## config.mk

```make
export PLATFORM = sky130hd
export DESIGN_NAME = seconds_counter
export DESIGN_NICKNAME = d
export VERILOG_FILES = /design/src/rtl/seconds_counter_pkg.sv /design/src/rtl/seconds_counter.sv
export SDC_FILE = /design/constraint.sdc
export NUM_CORES = 1
export LEC_CHECK = 0
export BUFFER_PORTS_ARGS = -buffer_cell sky130_fd_sc_hd__clkbuf_2
export CELL_PAD_IN_SITES_DETAIL_PLACEMENT = 0
export CELL_PAD_IN_SITES_GLOBAL_PLACEMENT = 1
export CORE_AREA = 4 4 41 43
export DETAILED_ROUTE_END_ITERATION = 8
export DIE_AREA = 0 0 45 47
export PLACE_DENSITY = 0.67
export SLEW_MARGIN = 20
export SYNTH_ARGS = -nofsm -noshare
export SYNTH_HDL_FRONTEND = slang
export SYNTH_SLANG_ARGS = --single-unit
```

## constraint.sdc

```tcl
create_clock -name clk -period 2.2 [get_ports clk]
set_clock_uncertainty 0.1 [all_clocks]
set_input_delay 0.22 -clock clk [delete_from_list [all_inputs] [get_ports clk]]
set_output_delay 0.22 -clock clk [all_outputs]
set_load 0.005 [all_outputs]
```

## src/rtl/seconds_counter_pkg.sv

```systemverilog
// Shared timekeeping definitions used by the seconds/minutes/hours counters.
package seconds_counter_pkg;

    localparam int SEC_WIDTH = 6;
    localparam int SEC_MAX   = 59;

    typedef logic [SEC_WIDTH-1:0] sec_t;

endpackage : seconds_counter_pkg

```

## src/rtl/seconds_counter.sv

```systemverilog
// Modulo-60 seconds counter with a one-cycle minute tick on the 59->0 wrap.
// Optional synchronous preload is enabled with the macro SECONDS_COUNTER_LOAD_EN.
module seconds_counter
    import seconds_counter_pkg::*;
#(
    parameter int WIDTH     = SEC_WIDTH,
    parameter int MAX_COUNT = SEC_MAX
) (
    input  logic             clk,
    input  logic             rst_n,
    input  logic             enable,
`ifdef SECONDS_COUNTER_LOAD_EN
    input  logic             load,
    input  logic [WIDTH-1:0] load_value,
`endif
    output logic [WIDTH-1:0] seconds,
    output logic             tick_minute
);

    localparam logic [WIDTH-1:0] L_MAX = WIDTH'(MAX_COUNT);

    logic [WIDTH-1:0] r_seconds;
    logic             r_tick;
    logic [WIDTH-1:0] w_seconds_nxt;
    logic             w_tick_nxt;

    // Next count and tick: hold by default, advance/wrap on enable, load overrides enable.
    always_comb begin
        w_seconds_nxt = r_seconds;
        w_tick_nxt    = 1'b0;
        if (enable) begin
            if (r_seconds == L_MAX) begin
                w_seconds_nxt = '0;
                w_tick_nxt    = 1'b1;
            end else if (r_seconds > L_MAX) begin
                // Corrupted state recovers to zero without claiming a minute.
                w_seconds_nxt = '0;
            end else begin
                w_seconds_nxt = r_seconds + 1'b1;
            end
        end
`ifdef SECONDS_COUNTER_LOAD_EN
        if (load) begin
            w_seconds_nxt = (load_value <= L_MAX) ? load_value : '0;
            w_tick_nxt    = 1'b0;
        end
`endif
    end

    // State register with synchronous active-low reset taking priority over everything.
    always_ff @(posedge clk) begin
        if (!rst_n) begin
            r_seconds <= '0;
            r_tick    <= 1'b0;
        end else begin
            r_seconds <= w_seconds_nxt;
            r_tick    <= w_tick_nxt;
        end
    end

    assign seconds     = r_seconds;
    assign tick_minute = r_tick;

endmodule : seconds_counter

```

=== Word level (Yosys, flattened, before mapping) ===
Cells that the tools add are included.

* Register bits after elaboration: 7
* Word-level logic and storage cells: 9
* Input bits: 3

* Equal/unequal tests: 1
* Mux-type cells: 3
* Add/subtract/negate cells: 1
* Order comparisons: 1
* Reductions and logical operators: 1

{| class="wikitable"
|+ Operator list
! kind !! count
|-
| 6-bit 2-to-1 mux || 2
|-
| 6-bit by 1-bit adder with 6-bit output (second input constant) || 1
|-
| 6-bit equality test (second input constant) || 1
|-
| 6-bit greater-than comparator (second input constant) || 1
|-
| 2-bit AND reduction || 1
|-
| 1-bit 2-to-1 mux || 1
|}

=== Logic depth before layout (Yosys ltp) ===
* Word-level depth: 3
* Gate-level depth with buffers: 5
* Depth with buffers taken out: 4

=== Least setup slack after synthesis ===
No wires, ideal clock.

* Kind: reg-to-reg
* Start point: register r_seconds[0], in the netlist seconds[0]
* End point: register r_seconds[3], in the netlist seconds[3]
* Path buffers: 1
* Arrival time: 1.211 ns
* Slack: 0.769 ns
* Stages on the path, launching flop included: 6
* Period minus slack after synthesis: 1.431 ns
* Cell sequence: dfxtp_1 > ha_1 > buf_2 > o211ai_2 > and3_1 > o31a_1

* Word-level cells in the longest chain between the ends: 3
* Elaborated cells between the ends (all ways): 5
* Those cells by class: 1 x add/sub; 1 x order compare; 1 x eq/ne; 2 x mux

{| class="wikitable"
|+ RTL lines
! item !! line !! RTL
|-
| from (decl) || seconds_counter.sv:22 || <nowiki>logic [WIDTH-1:0] r_seconds;</nowiki>
|-
| from (signal assigned) || seconds_counter.sv:56 || <nowiki>r_seconds <= w_seconds_nxt;</nowiki>
|-
| 6-bit by 1-bit adder with 6-bit output or 6-bit greater-than comparator (tied branches) || seconds_counter.sv:39, seconds_counter.sv:35 ||
|-
| 6-bit 2-to-1 mux || seconds_counter.sv:35 || <nowiki>end else if (r_seconds > L_MAX) begin</nowiki>
|-
| 6-bit 2-to-1 mux (*) || seconds_counter.sv:32 || <nowiki>if (r_seconds == L_MAX) begin</nowiki>
|}

Mark *: on every way between the ends. The rest lies on a longest branch, timed or not.
A chain may end at the register's enable or synchronous reset.

=== Worst setup path in the final report ===
Same ends and word-level chain as after synthesis.

==> run metrics <==
CP required 2.24 ns; HP Class input pin to flop; top-count cell post-synth dfxtp_1; Layout Nets 54; vias in the first global route 313; fraction of registers with async set/reset 0; P&R area growth vs syn 18.1%; Crit path depth 4; most frequent cells after synthesis dfxtp_1 (7), nand2_1 (4), nor2_1 (3); area share of the largest cell type after synthesis 0.382; post-route cell area 433 µm²; routability cong. 0.655; Die Y 47 µm; RR Endpoint seconds[3]$_SDFFE_PN0P_; Post-synth EDFFs 0; hold wc startpoint rst_n; Hold Path End seconds[3]$_SDFFE_PN0P_; ant diodes 0; crit path cell chain ha_1 > o211ai_2 > and3_1 > o31a_1; post-synthesis instance area 367 µm²; Least-Margin Pin Slew 0.315 ns; I/O Buffers 9; CP Capture Type flop; pre-CTS WS 0.685 ns; outcome complete, no violations; Initial Utilization 0.282; DPL Wire Length 522 µm; core footprint 0.00130 mm²; hold buffer count at cts 0; final hold viol count 0; dpl cell area 407 µm²; #FFs+latches synth 7; Psw 0.0625 mW; RSZ-0062 raised after global routing no; period utilization 0.705; Top Family by Delay on Critical Path flip-flops; htree depth 1; Int Power 0.207 mW; Worst Path Arrival 1.59 ns; Final Max Slew Viols 0; Pleak 0.179 nW; # clock sinks 7; Cells after Synth 40; worst-path maximum fanout 8; Power, Total 0.270 mW; Post-CTS Repair Setup Buffers 0; cell row count 13; initial antenna violation count 0; reg-to-reg startpoint seconds[0]$_SDFFE_PN0P_; Initial DRT Pass Iterations 4; post-synthesis simple-gate area fraction 0.341; Clock Power Share 0.437; WL final 756 µm; largest net degree at the start of global routing 11; Synth cell types 24; Logic pwr share 0.064; layout cells sized above 1 0.306; Finished Layout Cells 64; Synth area leaders dfxtp_1 (38%), nand4b_1 (4.8%), buf_4 (4.1%), nand2_1 (4.1%), nand3b_1 (4.1%); Vias/cell 5.19; full die area 0.00212 mm²; CP bufs+invs 0; ys flop type dfxtp_1; Avg Cell Area, Syn 9.17 µm²; Ys Warns 0; area leader, netlist dfxtp_1; CTS tree built; Post-Synth XOR/XNOR Area 0; R2R Setup Slk 0.65 ns; WHS Path Cells 2; WS Path Type flop to flop; max-cap viol count 0; gr usage total 0.0973; deepest clock path buffer count 2; fin crit period 1.55 ns; Skew-Pair Late Insertion Delay 0.25 ns; Worst VDD drop 254 µV; num ports 10; Die X 45 µm; CTS root buffer clkbuf_4; CTS Buf Count 3; Max-slew headroom 0.790; main combinational cell family by area after synthesis simple AND/OR/NAND/NOR gates; sequential share of the synthesized area 0.382; post-synthesis compound-gate area fraction 0.177; first-pass GRT wire length 1.41 mm; placed cells 60; CP Launch Type flop; Final ANT Viol Nets 0; routed len/inst 11.8 µm; worst setup margin 0.650 ns; switching share of power 0.232; initial DRC count 9; Gates resized, CTS repair 0; mux cell area share after synthesis 0; Remaining DRCs 0; TNS Setup 0 ns; total gr overflow 0; via count 332; r2r worst-path depth 4; Max Freq 0.645 GHz; Synthesized Nets 44; Max stage delay on crit path 0.40 ns; Worst path slowest cell dfxtp_1; Clock transition at path regs 0.05 ns; sequential share of power 0.499; Synth Area in Adders 0.0341; PwrDens 624 mW/mm²; final setup fails 0
==> power by group through the flow <==
stage	combinational (mW)	sequential [mW]	clock [mW]
final	0.0173	0.135	0.118
after global routing	0.0200	0.135	0.134
after CTS	0.0177	0.135	0.124
after detailed placement	0.0176	0.137	0
after global placement	0.0173	0.137	0
after floorplan	0.0128	0.137	0
==> sequential cells by signal, indices dropped and copies added (netlist names) <==
name and cells:
seconds 6, tick_minute 1
==> worst max path at each step <==
stage / from / end / slack [ns]
after global placement: seconds[0]$_SDFFE_PN0P_ / seconds[3]$_SDFFE_PN0P_ / 0.68
after CTS: seconds[0]$_SDFFE_PN0P_ / seconds[3]$_SDFFE_PN0P_ / 0.67
final: seconds[0]$_SDFFE_PN0P_ / seconds[3]$_SDFFE_PN0P_ / 0.65
after detailed placement: seconds[0]$_SDFFE_PN0P_ / seconds[3]$_SDFFE_PN0P_ / 0.68
after floorplan: seconds[0]$_SDFFE_PN0P_ / seconds[3]$_SDFFE_PN0P_ / 0.77
after global routing: seconds[0]$_SDFFE_PN0P_ / seconds[4]$_SDFFE_PN0P_ / 0.53
==> stage by stage <==
stage	hold WS (ns)	utilization
global route	0.217	0.333
floorplan	0.391	-
finish	0.205	0.333
CTS	0.194	0.333
detailed placement	0.414	0.313
global placement	0.407	0.313
==> cells by family (layout without fill, tap and decap cells) <==
logic type / after synthesis / in the layout
compound gates: 8 / 8
fa+ha+maj: 1 / 1
buf+inv: 4 / 13
flops: 7 / 7
simple gates: 20 / 20
==> area by class of cell <==
| type | count | area [µm²] |
|---|---|---|
| tap | 15 | 18.8 |
| multi-input combinational | 29 | 203 |
| fill | 150 | 868 |
| timing repair buffer | 9 | 45.0 |
| clock buffer | 4 | 26.3 |
| sequential | 7 | 140 |
==> layout by cell type (no fill, tap or decap) <==
| cell type | n |
|---|---|
| a21oi_1 | 2 |
| and3_1 | 1 |
| and4b_1 | 1 |
| clkbuf_1 | 1 |
| clkbuf_2 | 9 |
| clkbuf_4 | 3 |
| dfxtp_1 | 7 |
| ha_1 | 1 |
| nand2_1 | 4 |
| nand3_1 | 2 |
| nand3_2 | 1 |
| nand3b_1 | 2 |
| nand4_1 | 1 |
| nand4b_1 | 2 |
| nor2_1 | 3 |
| nor2b_1 | 1 |
| nor3b_1 | 1 |
| nor4bb_1 | 1 |
| o2111ai_1 | 1 |
| o211ai_2 | 1 |
| o21ai_0 | 1 |
| o221a_2 | 1 |
| o311ai_0 | 1 |
| o31a_1 | 1 |
==> metal layers <==
| metal | GRT usage | vias to the layer above | part of all wire |
|---|---|---|---|
| met5 | 0 | - | 0 |
| met4 | 0.0877 | 0 | 0.028 |
| met3 | 0.0460 | 4 | 0.061 |
| met2 | 0.127 | 8 | 0.43 |
| met1 | 0.116 | 151 | 0.48 |
| li1 | - | 169 | - |
Power figures use the tool's default switching activity.
